==> config.mk <==
export PLATFORM = sky130hd
export DESIGN_NAME = dh_cc_responder
export DESIGN_NICKNAME = d
export VERILOG_FILES = /design/src/rtl/dh_cc_responder.sv
export SDC_FILE = /design/constraint.sdc
export NUM_CORES = 1
export LEC_CHECK = 0
export ABC_AREA = 0
export ABC_CLOCK_PERIOD_IN_PS = 149300
export CORE_MARGIN = 4
export CORE_UTILIZATION = 62
export DETAILED_ROUTE_END_ITERATION = 7
export GPL_TIMING_DRIVEN = 1
export PLACE_DENSITY_LB_ADDON = 0.1
export SLEW_MARGIN = 5
export SYNTH_ARGS = -nofsm -noshare
export SYNTH_HDL_FRONTEND = slang
export SYNTH_SLANG_ARGS = --single-unit
export TNS_END_PERCENT = 100
==> constraint.sdc <==
create_clock -name clk -period 149.3 [get_ports clk]
set_input_delay 29.86 -clock clk [delete_from_list [all_inputs] [get_ports clk]]
set_output_delay 29.86 -clock clk [all_outputs]
set_load 0.01 [all_outputs]
==> src/rtl/dh_cc_responder.sv <==
// dh_cc_responder: control-centre side of the drone Diffie-Hellman exchange.
// Takes one {id, A} request, computes pub = G^SECRET mod P and
// key = A^SECRET mod P by MSB-first square-and-multiply (one exponent bit
// per enabled cycle), then returns pub with a one-cycle mess_rdy/key_rdy.
module dh_cc_responder #(
    parameter int             N      = 8,
    parameter int             P1     = 137,
    parameter int             G1     = 5,
    parameter int             P2     = 229,
    parameter int             G2     = 2,
    parameter logic [N-1:0]   SECRET = 3
) (
    input  logic             clk,
    input  logic             rst,
    input  logic             ena,
    input  logic             drone_rdy,
    input  logic [2*N-1:0]   mess_input,
    output logic [N-1:0]     mess_out,
    output logic             mess_rdy,
    output logic [N-1:0]     key,
    output logic [N-1:0]     key_id,
    output logic             key_rdy,
    output logic             busy,
    output logic             err
);

    localparam int           IW      = (N > 1) ? $clog2(N) : 1;
    localparam logic [IW-1:0] IDX_TOP = IW'(N - 1);
    localparam logic [N-1:0] P1_V    = P1[N-1:0];
    localparam logic [N-1:0] G1_V    = G1[N-1:0];
    localparam logic [N-1:0] P2_V    = P2[N-1:0];
    localparam logic [N-1:0] G2_V    = G2[N-1:0];
    localparam logic [N-1:0] ONE     = N'(1);
    localparam logic [N-1:0] DRONE1  = N'(1);
    localparam logic [N-1:0] DRONE2  = N'(2);

    typedef struct packed {
        logic [N-1:0] id;
        logic [N-1:0] a;
    } req_t;

    typedef enum logic [2:0] {IDLE, EXP_PUB, EXP_KEY, REPLY, ERROR} state_t;

    state_t         state, state_nxt;
    req_t           req;
    logic [N-1:0]   id_q, a_q, p_q, g_q, acc, pub;
    logic [IW-1:0]  idx;

    logic [N-1:0]   sel_p, sel_g;
    logic           req_ok;
    logic [N-1:0]   base, sq, step;
    logic [2*N-1:0] p_ext, sq_prod, mul_prod;

    assign req = mess_input;

    // Decode the incoming request: pick the drone's (P, G) and validate A.
    always_comb begin
        sel_p  = ONE;
        sel_g  = ONE;
        req_ok = 1'b0;
        case (req.id)
            DRONE1: begin sel_p = P1_V; sel_g = G1_V; req_ok = 1'b1; end
            DRONE2: begin sel_p = P2_V; sel_g = G2_V; req_ok = 1'b1; end
            default: ;
        endcase
        if (req.a == '0 || req.a >= sel_p)
            req_ok = 1'b0;
    end

    // One square-and-multiply step; p_q never holds 0 (reset loads 1).
    always_comb begin
        p_ext    = {{N{1'b0}}, p_q};
        base     = (state == EXP_KEY) ? a_q : g_q;
        sq_prod  = {{N{1'b0}}, acc} * {{N{1'b0}}, acc};
        sq       = N'(sq_prod % p_ext);
        mul_prod = {{N{1'b0}}, sq} * {{N{1'b0}}, base};
        step     = SECRET[idx] ? N'(mul_prod % p_ext) : sq;
    end

    // Next-state logic.
    always_comb begin
        state_nxt = state;
        case (state)
            IDLE:    if (drone_rdy) state_nxt = req_ok ? EXP_PUB : ERROR;
            EXP_PUB: if (idx == '0) state_nxt = EXP_KEY;
            EXP_KEY: if (idx == '0) state_nxt = REPLY;
            REPLY:   state_nxt = IDLE;
            ERROR:   state_nxt = IDLE;
            default: state_nxt = IDLE;
        endcase
    end

    // State register, datapath and registered outputs; pulses are issued
    // on the edge that leaves REPLY / ERROR, so they land in the next cycle.
    always_ff @(posedge clk) begin
        if (!rst) begin
            state    <= IDLE;
            id_q     <= '0;
            a_q      <= '0;
            p_q      <= ONE;
            g_q      <= ONE;
            acc      <= ONE;
            idx      <= IDX_TOP;
            pub      <= '0;
            mess_out <= '0;
            mess_rdy <= 1'b0;
            key      <= '0;
            key_id   <= '0;
            key_rdy  <= 1'b0;
            busy     <= 1'b0;
            err      <= 1'b0;
        end else if (ena) begin
            state    <= state_nxt;
            mess_rdy <= (state == REPLY);
            key_rdy  <= (state == REPLY);
            err      <= (state == ERROR);
            case (state)
                IDLE: begin
                    if (drone_rdy) begin
                        id_q <= req.id;
                        a_q  <= req.a;
                        if (req_ok) begin
                            p_q  <= sel_p;
                            g_q  <= sel_g;
                            acc  <= ONE;
                            idx  <= IDX_TOP;
                            busy <= 1'b1;
                        end
                    end
                end
                EXP_PUB: begin
                    if (idx == '0) begin
                        pub <= step;
                        acc <= ONE;
                        idx <= IDX_TOP;
                    end else begin
                        acc <= step;
                        idx <= idx - 1'b1;
                    end
                end
                EXP_KEY: begin
                    if (idx == '0) begin
                        key      <= step;
                        key_id   <= id_q;
                        mess_out <= pub;
                        acc      <= ONE;
                        idx      <= IDX_TOP;
                    end else begin
                        acc <= step;
                        idx <= idx - 1'b1;
                    end
                end
                REPLY:   busy <= 1'b0;
                default: ;
            endcase
        end
    end

endmodule

==> results of run 1 <==
[cells in the final DEF, fill, tap and decap left out, types with 14 or more instances in the layout]
master / instances
nand2_1: 271
nor2_1: 222
ha_1: 197
a21oi_1: 191
inv_1: 173
xnor2_1: 110
nand3_1: 89
o21ai_0: 85
dfxtp_1: 70
xor2_1: 68
fa_1: 62
nor3_1: 57
clkdlybuf4s50_1: 47
and2_1: 40
mux2i_1: 38
a211oi_1: 32
a21o_1: 31
o21ai_1: 28
or2_2: 27
nand2b_1: 25
a31oi_1: 24
o211ai_1: 23
nand4_1: 23
mux2_2: 22
nor2b_1: 21
or3_1: 20
o21a_1: 19
nor4_1: 19
o31ai_1: 18
o21bai_1: 17
a21oi_2: 16
o22ai_1: 14
[flip-flops by register name, indices dropped and copies added (netlist names), named ones only]
signal and cells:
a_q 8, acc 8, id_q 8, key 8, key_id 8, mess_out 8, pub 8, idx 3
state 3, g_q 2, p_q 2, busy 1, err 1, key_rdy 1
[stage by stage]
stage	utilization [%]	worst slack, ns	std cells
floorplan	-	92.14	2544
global placement	64.9	86.41	2934
detailed placement	64.9	84.76	2934
CTS	65.9	84.53	2950
global route	65.9	78.71	2950
finish	65.9	83.54	2950
[kinds of logic (layout without fill, tap and decap cells)]
family	Yosys count	after routing	share of synthesized area, %
AND/OR/NAND/NOR	986	986	26.6
AO/OA/AOI/OAI	732	732	28.3
adder cells (fa/ha/maj)	259	259	19.1
buffers and inverters	244	254	6.24
XOR/XNOR	181	181	8.33
multiplexers	72	72	4.24
flip-flops	70	70	7.21
[synth_stat cells (20+ instances only)]
cell type and instances:
and2_1 40, o21ai_1 28, a21oi_1 191, clkbuf_1 22, xnor2_1 110, o211ai_1 23
buf_6 22, nor2_1 222, or3_1 20, fa_1 62, or2_2 27, mux2i_1 38
a211oi_1 32, a31oi_1 24, xor2_1 68, nand4_1 23, a21o_1 31, nand2b_1 25
mux2_2 22, inv_1 174, nor2b_1 21, ha_1 197, dfxtp_1 70, o21ai_0 85
nor3_1 57, nand3_1 89, nand2_1 271
[tightest hold or removal path, delay by kind of cell, from the launching register on]
kind             cells  cell delay, ns
AO/OA/AOI/OAI        1            0.05
flip-flops           1            0.31
AND/OR/NAND/NOR      1            0.05
[path summary, 6_finish.rpt]
kind / from / cells after the start / endpoint
setup reg to reg: acc[2] / 266 / acc[6]
hold reg to reg: id_q[2] / 2 / key_id[2]
setup / recovery: acc[2] / 266 / acc[6]
hold / removal: id_q[2] / 2 / key_id[2]
[per-layer routing]
layer | vias to the layer above | global-route usage (%) | part of all wire, %
li1 | 9365 | - | -
met1 | 9114 | 39.3 | 44
met2 | 631 | 53.0 | 49
met3 | 105 | 2.10 | 4.7
met4 | 0 | 6.93 | 2.1
met5 | - | 0 | 0
[cell type report]
| cell class | count | area, µm² |
|---|---|---|
| clock buffer | 9 | 225 |
| clock inverter | 7 | 80.1 |
| fill | 2718 | 10500 |
| inverter | 178 | 673 |
| multi-input combinational | 2230 | 16800 |
| sequential | 70 | 1400 |
| tap | 396 | 495 |
| timing repair buffer | 60 | 568 |
==> summary.txt, run 1 <==
Routing
  – Drc violations: 0
  – Antenna Nets Post-Route: 0
  – Initial DRC Count: 1554
  – Routed wire length: 52.9 mm
  – DRT Pass-1 Iters: 5
  – WL/cell: 17.9 µm
  – Detail-routed via count per cell: 6.51
  – Vias: 19200

Worst setup path
  – Worst reg-to-reg setup slack: 83.54 ns
  – Slowest CP cell: o21ai_1
  – Max incr delay on CP: 0.74 ns
  – Crit-path most repeated cell: ha_1
  – Critical Path Fanout Max: 15
  – Arrival time at the worst endpoint: 65.95 ns
  – Critical Path RT: 149.50 ns
  – Critical Path Start Type: flip-flop
  – CP top delay family: compound AO/OA/AOI/OAI gates
  – Crit path kind: flip-flop to flip-flop
  – CP endpoint kind: flip-flop
  – Buffers and inverters on the worst path: 16

Run status
  – Status: completed

Global routing
  – First-pass GRT wire length: 87.7 mm
  – Vias in the first global route: 18400
  – Initial antenna violation count: 0
  – GRT Overall Usage: 29.7%
  – GR Overflow Total: 0
  – Largest net degree at the start of global routing: 44

Synth
  – Cell count after synthesis: 2544
  – Yosys reg bits: 70
  – Post-synthesis sequential area ratio: 7.21%
  – Ranking of synthesized cells by area: ha_1 13%, dfxtp_1 7.2%, fa_1 6.4%, nand2_1 5.2%, xnor2_1 5.0%
  – Synthesized area per cell: 7.64 µm²
  – Synth async-reset ratio: 0%
  – Post-synth top area share: 12.7%
  – Synth warn: 0
  – Syn nets: 2823
  – Cell accounting for the most synthesized area: ha_1
  – Mapped Area: 19400 µm²
  – Unique masters post-synth: 161
  – Synth Flop Type: dfxtp_1
  – Post-synth EDFFs: 0

CTS
  – CTS H-Tree Depth: 3
  – Num CTS Buffers: 9
  – # resized after CTS: 0
  – CTS tree: done
  – Setup Fix Bufs, Post-CTS: 0
  – Clk_lat worst skew: 0.33 ns
  – Clk slew on worst S/H paths: 0.06 ns
  – Hold buffer count at cts: 0
  – Clk root buf: clkbuf_16
  – Clock Sink Count: 70
  – Clock buffer depth: 2

Timing
  – Final Hold Viols: 0
  – Setup-failing EPs final: 0
  – Minimum clock period: 65.76 ns
  – Final Max Slew Viols: 0
  – Worst Clk Skew: 0.00581 ns
  – Unrepaired setup endpoints after global routing: false
  – Final Cycle Share: 44.0%
  – Fin Setup TNS: 0 ns
  – Worst Tran Pin Value: 1.21 ns
  – Fmax: 15.2 MHz
  – Relative slew slack: 16.9%
  – Hold slack: 0.446 ns

Finish
  – Proportion of layout cells with a drive suffix above 1: 12.6%
  – Syn-to-layout area delta: 4.27%
  – Final Cell Area: 20300 µm²
  – N_diodes: 0
  – Final net count: 2828

Place
  – Placer Congestion: 0.952
  – Area post-placement: 20000 µm²
  – Port Buf Inserts: 47
  – Post-DP HPWL: 42.0 mm

Die
  – Die width: 185 µm
  – Row count: 64
  – Die height: 185 µm
  – IO Pins: 48
  – Die ar.: 34200 µm²
  – Core box area: 30700 µm²
  – Initial core utilization: 63.2%

Hold path
  – Hold Path Class: flip-flop to flip-flop

Flow run
  – Max-cap violations: 0
Power of run 1 is not shown: default switching activity piles up to over one toggle a cycle in this logic, so the estimate is an artifact.
==> run 2: changes to the inputs <==
ABC_CLOCK_PERIOD_IN_PS = 56600   (was 149300)
CORE_UTILIZATION = 60   (was 62)
clock period = 56.6 ns   (was 149.3 ns; I/O delays follow)
==> summary.txt, run 2 (synthesis results as in run 1) <==
Worst setup path
  – CP endpoint kind: flip-flop (unchanged)
  – Slowest CP cell: or4_2 (was o21ai_1)
  – Arrival time at the worst endpoint: 55.04 ns (was 65.95 ns)
  – Critical Path RT: 56.81 ns (was 149.50 ns)
  – Crit-path most repeated cell: ha_1 (unchanged)
  – Max incr delay on CP: 0.60 ns (was 0.74 ns)
  – Critical Path Fanout Max: 11 (was 15)
  – Crit path kind: flip-flop to flip-flop (unchanged)
  – Critical Path Start Type: flip-flop (unchanged)

Routing
  – Initial DRC Count: 1455 (was 1554)
  – Vias: 20800 (was 19200)
  – Routed wire length: 60.1 mm (was 52.9 mm)
  – Detail-routed via count per cell: 6.44 (was 6.51)
  – Drc violations: 0 (unchanged)
  – Antenna Nets Post-Route: 0 (unchanged)
  – WL/cell: 18.6 µm (was 17.9 µm)
  – DRT Pass-1 Iters: 6 (was 5)

Die
  – Initial core utilization: 61.3% (was 63.2%)
  – IO Pins: 48 (unchanged)
  – Die ar.: 35300 µm² (was 34200 µm²)
  – Die width: 188 µm (was 185 µm)
  – Row count: 65 (was 64)
  – Core box area: 31700 µm² (was 30700 µm²)
  – Die height: 188 µm (was 185 µm)

Finish
  – Proportion of layout cells with a drive suffix above 1: 28.4% (was 12.6%)
  – Fillers: 2340 (was 2718)
  – Syn-to-layout area delta: 23.0% (was 4.27%)
  – Fin cells: 3232 (was 2950)
  – Post-layout util: 75.4% (was 65.9%)
  – Reg area: 1410 µm² (was 1400 µm²)
  – Final net count: 3104 (was 2828)
  – Commonest non-fill, non-tap cell in the layout: buf_4 (was nand2_1)
  – Commonest non-fill, non-tap cells in the layout: 280 x buf_4, 259 x nand2_1, 206 x nor2_1 (was 271 x nand2_1, 222 x nor2_1, 197 x ha_1)
  – Area of the multi-input gates: 18400 µm² (was 16800 µm²)
  – Final Cell Area: 23900 µm² (was 20300 µm²)
  – N_diodes: 0 (unchanged)

Timing
  – Final Max Slew Viols: 0 (unchanged)
  – Final Cycle Share: 96.9% (was 44.0%)
  – Fmax: 18.2 MHz (was 15.2 MHz)
  – Setup-failing EPs final: 0 (unchanged)
  – Worst Tran Pin Value: 1.07 ns (was 1.21 ns)
  – Worst Clk Skew: 0.00752 ns (was 0.00581 ns)
  – Minimum clock period: 54.83 ns (was 65.76 ns)
  – Final Hold Viols: 0 (unchanged)
  – Relative slew slack: 28.4% (was 16.9%)
  – Hold slack: 0.452 ns (was 0.446 ns)

Place
  – Area post-placement: 21200 µm² (was 20000 µm²)
  – Post-DP HPWL: 44.4 mm (was 42.0 mm)
  – Dpl cells: 3100 (was 2934)
  – Placer Congestion: 0.931 (was 0.952)
  – Port Buf Inserts: 47 (unchanged)

CTS
  – Clk root buf: clkbuf_16 (unchanged)
  – CTS tree: done (unchanged)
  – Clk slew on worst S/H paths: 0.06 ns (about the same)
  – Hold buffer count at cts: 0 (unchanged)
  – Clock buffer depth: 2 (unchanged)
  – Clock Sink Count: 70 (unchanged)
  – Clk_lat worst skew: 0.33 ns (about the same)
  – CTS H-Tree Depth: 3 (unchanged)
  – Num CTS Buffers: 9 (unchanged)

Flow run
  – Max-cap violations: 0 (unchanged)

Global routing
  – Largest net degree at the start of global routing: 46 (was 44)
  – Initial antenna violation count: 0 (unchanged)
  – GR Overflow Total: 0 (unchanged)
  – GRT Overall Usage: 30.3% (was 29.7%)
  – First-pass GRT wire length: 93.0 mm (was 87.7 mm)
  – Vias in the first global route: 19300 (was 18400)

Hold path
  – Hold Path Class: flip-flop to flip-flop (unchanged)

Run status
  – Status: completed (unchanged)
## run 2: cell types whose count changed in the layout (fill, tap and decap cells not counted), sizes merged
cell    previous run  this run
clkinv             6         5
nand3             93        94
inv              176       177
nor2             232       233
buf               13       284
nand2            283       285
clkbuf             9        10
## run 2: metrics by stage
stage	setup TNS (ns)	worst slack (ns)
2_1_floorplan	0	0.0177
3_3_place_gp	-8.60	-0.466
3_5_place_dp	-43.71	-1.93
4_1_cts	0	0.0294
5_1_grt	-26.54	-1.17
6_report	0	1.77
## run 2: final cells by class
type                    count  share of cell area, %
clock buffers              10                  0.958
inverters                 178                   2.83
multi-input cells        2234                   76.9
clock inverters             6                  0.298
repair buffers            331                   11.0
repair inverters            1                 0.0262
well taps                 402                   2.10
flip-flops and latches     70                   5.88
## run 2: what timing repair did
action                                  in CTS  in global routing
pin swaps                                    5                155
gates resized for setup                     39                257
gates cloned                                 0                  5
endpoints found under the setup margin      24                 24
buffers inserted                             5                106
hold endpoints to repair                     0                  0
## run 2: critical path: cells and delay by family (launching register included)
kind | cells | cell delay, ns
flops | 1 | 0.33
xor+xnor | 21 | 4.17
buf+inv | 18 | 1.90
compound gates | 85 | 15.77
simple gates | 108 | 17.69
fa+ha+maj | 37 | 12.70
mux | 7 | 2.10
## run 2: per-layer routing
layer  share of wire, %  GRT usage (%)
met5                  0              0
met4                2.6           6.89
met3                5.0           2.98
met2                 50           54.4
met1                 42           39.2
## run 2: worst paths after layout
kind,cells after the start,start,slack [ns],to
max,276,acc[6],1.77,acc[6]
min reg2reg,2,mess_out[7],0.45,mess_out[7]
min,2,mess_out[7],0.45,mess_out[7]
max reg2reg,276,acc[6],1.77,acc[6]
Power of run 2 is left out for the same reason.
==> run 3: changes to the inputs <==
ABC_AREA = 1   (was 0)
CORE_UTILIZATION = 59   (was 60)
GPL_ROUTABILITY_DRIVEN = 0   (was unset)
==> summary.txt, run 3 <==
CTS
  – Clk slew on worst S/H paths: 0.05 ns (was 0.06 ns)
  – # resized after CTS: 0 (was 39)
  – Clk_lat worst skew: 0.33 ns (about the same)
  – CTS H-Tree Depth: 3 (unchanged)
  – CTS tree: done (unchanged)
  – Num CTS Buffers: 9 (unchanged)
  – Hold buffer count at cts: 0 (unchanged)
  – Clock buffer depth: 2 (unchanged)
  – Clock Sink Count: 70 (unchanged)
  – Setup Fix Bufs, Post-CTS: 0 (was 5)
  – Clk root buf: clkbuf_16 (unchanged)

Global routing
  – First-pass GRT wire length: 84.6 mm (was 93.0 mm)
  – Initial antenna violation count: 0 (unchanged)
  – M1 GR Usage: 35.2% (was 39.2%)
  – Largest net degree at the start of global routing: 54 (was 46)
  – GR Overflow Total: 0 (unchanged)
  – GRT Overall Usage: 27.0% (was 30.3%)
  – Vias in the first global route: 19000 (was 19300)
  – Grt peak-use layer: met2 (unchanged)
  – Global-route met2 utilization: 48.1% (was 54.4%)
  – GR Util met3: 2.67% (was 2.98%)

Synth
  – Post-synth EDFFs: 0 (unchanged)
  – Synth Area in XOR/XNOR: 5.65% (was 8.33%)
  – Post-synth top cells: 809 x nand2_1, 560 x inv_1, 299 x nor2_1 (was 271 x nand2_1, 222 x nor2_1, 197 x ha_1)
  – Yosys reg bits: 70 (unchanged)
  – Ranking of synthesized cells by area: nand2_1 16%, ha_1 13%, inv_1 11%, dfxtp_1 7.2%, fa_1 6.4% (was ha_1 13%, dfxtp_1 7.2%, fa_1 6.4%, nand2_1 5.2%, xnor2_1 5.0%)
  – Syn nets: 3487 (was 2823)
  – Unique masters post-synth: 69 (was 161)
  – Synthesized area per cell: 6.03 µm² (was 7.64 µm²)
  – Synth warn: 0 (unchanged)
  – Synth Flop Type: dfxtp_1 (unchanged)
  – Mapped Area: 19300 µm² (was 19400 µm²)
  – Compound-Gate Fraction of Synth Area: 11.1% (was 28.3%)
  – Post-synthesis sequential area ratio: 7.25% (was 7.21%)
  – Top-count cell post-synth: nand2_1 (unchanged)
  – Cell count after synthesis: 3208 (was 2544)
  – Synth async-reset ratio: 0% (unchanged)
  – Cell accounting for the most synthesized area: nand2_1 (was ha_1)
  – Post-synth top area share: 15.7% (was 12.7%)
  – Main combinational cell family by area after synthesis: simple AND/OR/NAND/NOR gates (was compound AO/OA/AOI/OAI gates)
  – Post-synthesis mux area share: 0% (was 4.24%)
  – Adder-Cell Fraction of Synth Area: 19.2% (was 19.1%)
  – Simple-Gate Fraction of Synth Area: 44.0% (was 26.6%)

Worst setup path
  – R2r endpoint: acc[0] (was acc[6])
  – Max incr delay on CP: 0.67 ns (was 0.60 ns)
  – Crit-path most repeated cell: nand2_1 (was ha_1)
  – Slowest CP cell: xor2_1 (was or4_2)
  – Register-to-Register Path Depth: 291 (was 276)
  – R2R Path Start: acc[5] (was acc[6])
  – Crit path kind: flip-flop to flip-flop (unchanged)
  – Critical Path RT: 56.87 ns (was 56.81 ns)
  – Worst reg-to-reg setup slack: 7.61 ns (was 1.77 ns)
  – Critical Path Start Type: flip-flop (unchanged)
  – CP endpoint kind: flip-flop (unchanged)
  – Worst Setup SP: acc[5] (was acc[6])
  – Critical Path Fanout Max: 17 (was 11)
  – Arrival time at the worst endpoint: 49.27 ns (was 55.04 ns)

Place
  – Port Buf Inserts: 47 (unchanged)
  – Dpl cells: 3668 (was 3100)
  – Post-DP HPWL: 40.6 mm (was 44.4 mm)

Die
  – Die width: 189 µm (was 188 µm)
  – Row count: 66 (was 65)
  – Die height: 189 µm (was 188 µm)
  – Initial core utilization: 59.6% (was 61.3%)
  – Core box area: 32500 µm² (was 31700 µm²)
  – IO Pins: 48 (unchanged)
  – Die ar.: 35700 µm² (was 35300 µm²)

Timing
  – Final Cycle Share: 86.6% (was 96.9%)
  – Setup-failing EPs final: 0 (unchanged)
  – Relative slew slack: 27.7% (was 28.4%)
  – Fmax: 20.4 MHz (was 18.2 MHz)
  – Worst Tran Pin Value: 1.08 ns (was 1.07 ns)
  – Fin Setup TNS: 0 ns (unchanged)
  – Minimum clock period: 48.99 ns (was 54.83 ns)
  – Final Max Slew Viols: 0 (unchanged)
  – Worst Clk Skew: 0.00641 ns (was 0.00752 ns)
  – Final Hold Viols: 0 (unchanged)
  – Unrepaired setup endpoints after global routing: false

Routing
  – WL/cell: 13.3 µm (was 18.6 µm)
  – Drc violations: 0 (unchanged)
  – Detail-routed via count per cell: 5.42 (was 6.44)
  – DRT Pass-1 Iters: 6 (unchanged)
  – Antenna Nets Post-Route: 0 (unchanged)
  – Initial DRC Count: 1280 (was 1455)
  – Vias: 20000 (was 20800)
  – Routed wire length: 49.1 mm (was 60.1 mm)

Finish
  – Syn-to-layout area delta: 5.54% (was 23.0%)
  – Fin cells: 3682 (was 3232)
  – Fillers: 3171 (was 2340)
  – Final net count: 3516 (was 3104)
  – Reg area: 1400 µm² (was 1410 µm²)
  – Commonest non-fill, non-tap cells in the layout: 809 x nand2_1, 559 x inv_1, 299 x nor2_1 (was 280 x buf_4, 259 x nand2_1, 206 x nor2_1)
  – Area of the multi-input gates: 15500 µm² (was 18400 µm²)
  – Commonest non-fill, non-tap cell in the layout: nand2_1 (was buf_4)
  – N_diodes: 0 (unchanged)
  – Proportion of layout cells with a drive suffix above 1: 9.94% (was 28.4%)

Hold path
  – Hold Path Class: flip-flop to flip-flop (unchanged)
  – Hold path cells: 2 (unchanged)
  – Critical hold path startpoint: id_q[7] (was mess_out[7])
  – Worst Hold Path EP: id_q[7] (was mess_out[7])

Run status
  – Status: completed (unchanged)

Flow run
  – Max-cap violations: 0 (unchanged)
run 3: area by class of cell:
type                       instances  share of cell area, %
clock buffer                      12                   1.16
clock inverter                     2                  0.172
inverter                         587                   10.8
multi-input combinational       2515                   75.7
sequential                        70                   6.87
tap                              442                   2.71
timing repair buffer              54                   2.56
run 3: cell families after synthesis:
family | after synthesis
compound gates | 372
fa+ha+maj | 259
xor+xnor | 123
buf+inv | 623
flops | 70
simple gates | 1761
run 3: worst max-delay path by stage:
| stage | cells after the start | slack, ns | endpoint |
|---|---|---|---|
| 2_1_floorplan | 310 | 14.54 | key[7] |
| 3_3_place_gp | 295 | 9.27 | acc[0] |
| 3_5_place_dp | 294 | 8.12 | acc[0] |
| 4_1_cts | 295 | 7.94 | acc[0] |
| 5_1_grt | 294 | 2.67 | pub[0] |
| 6_report | 291 | 7.61 | acc[0] |
run 3: stage by stage:
step	instance area [µm²]	hold WS, ns	utilization, %	setup slack, ns
after detailed placement	20100	0.451	62.1	8.12
after global routing	20400	0.485	62.9	2.67
after floorplan	19300	0.425	-	14.54
after global placement	20100	0.441	62.1	9.27
after CTS	20400	0.458	62.9	7.94
final	20400	0.455	62.9	7.61
run 3: metal layers:
metal	wire, µm	vias to the layer above	share of wire, %
met2	23800	513	48
met5	0	-	0
li1	-	10300	-
met3	2160	88	4.4
met1	22200	9074	45
met4	1040	0	2.1
run 3: worst max-delay path: cells and delay by family (launching register included):
kind | cells | cell delay, ns
DFF | 1 | 0.58
and+or+nand+nor | 153 | 18.52
xor gates and xnor gates | 8 | 2.34
adders and majority gates | 38 | 14.12
buffers and inverters | 54 | 4.41
AOI/OAI and AO/OA | 38 | 8.82
Power of run 3 is left out for the same reason.
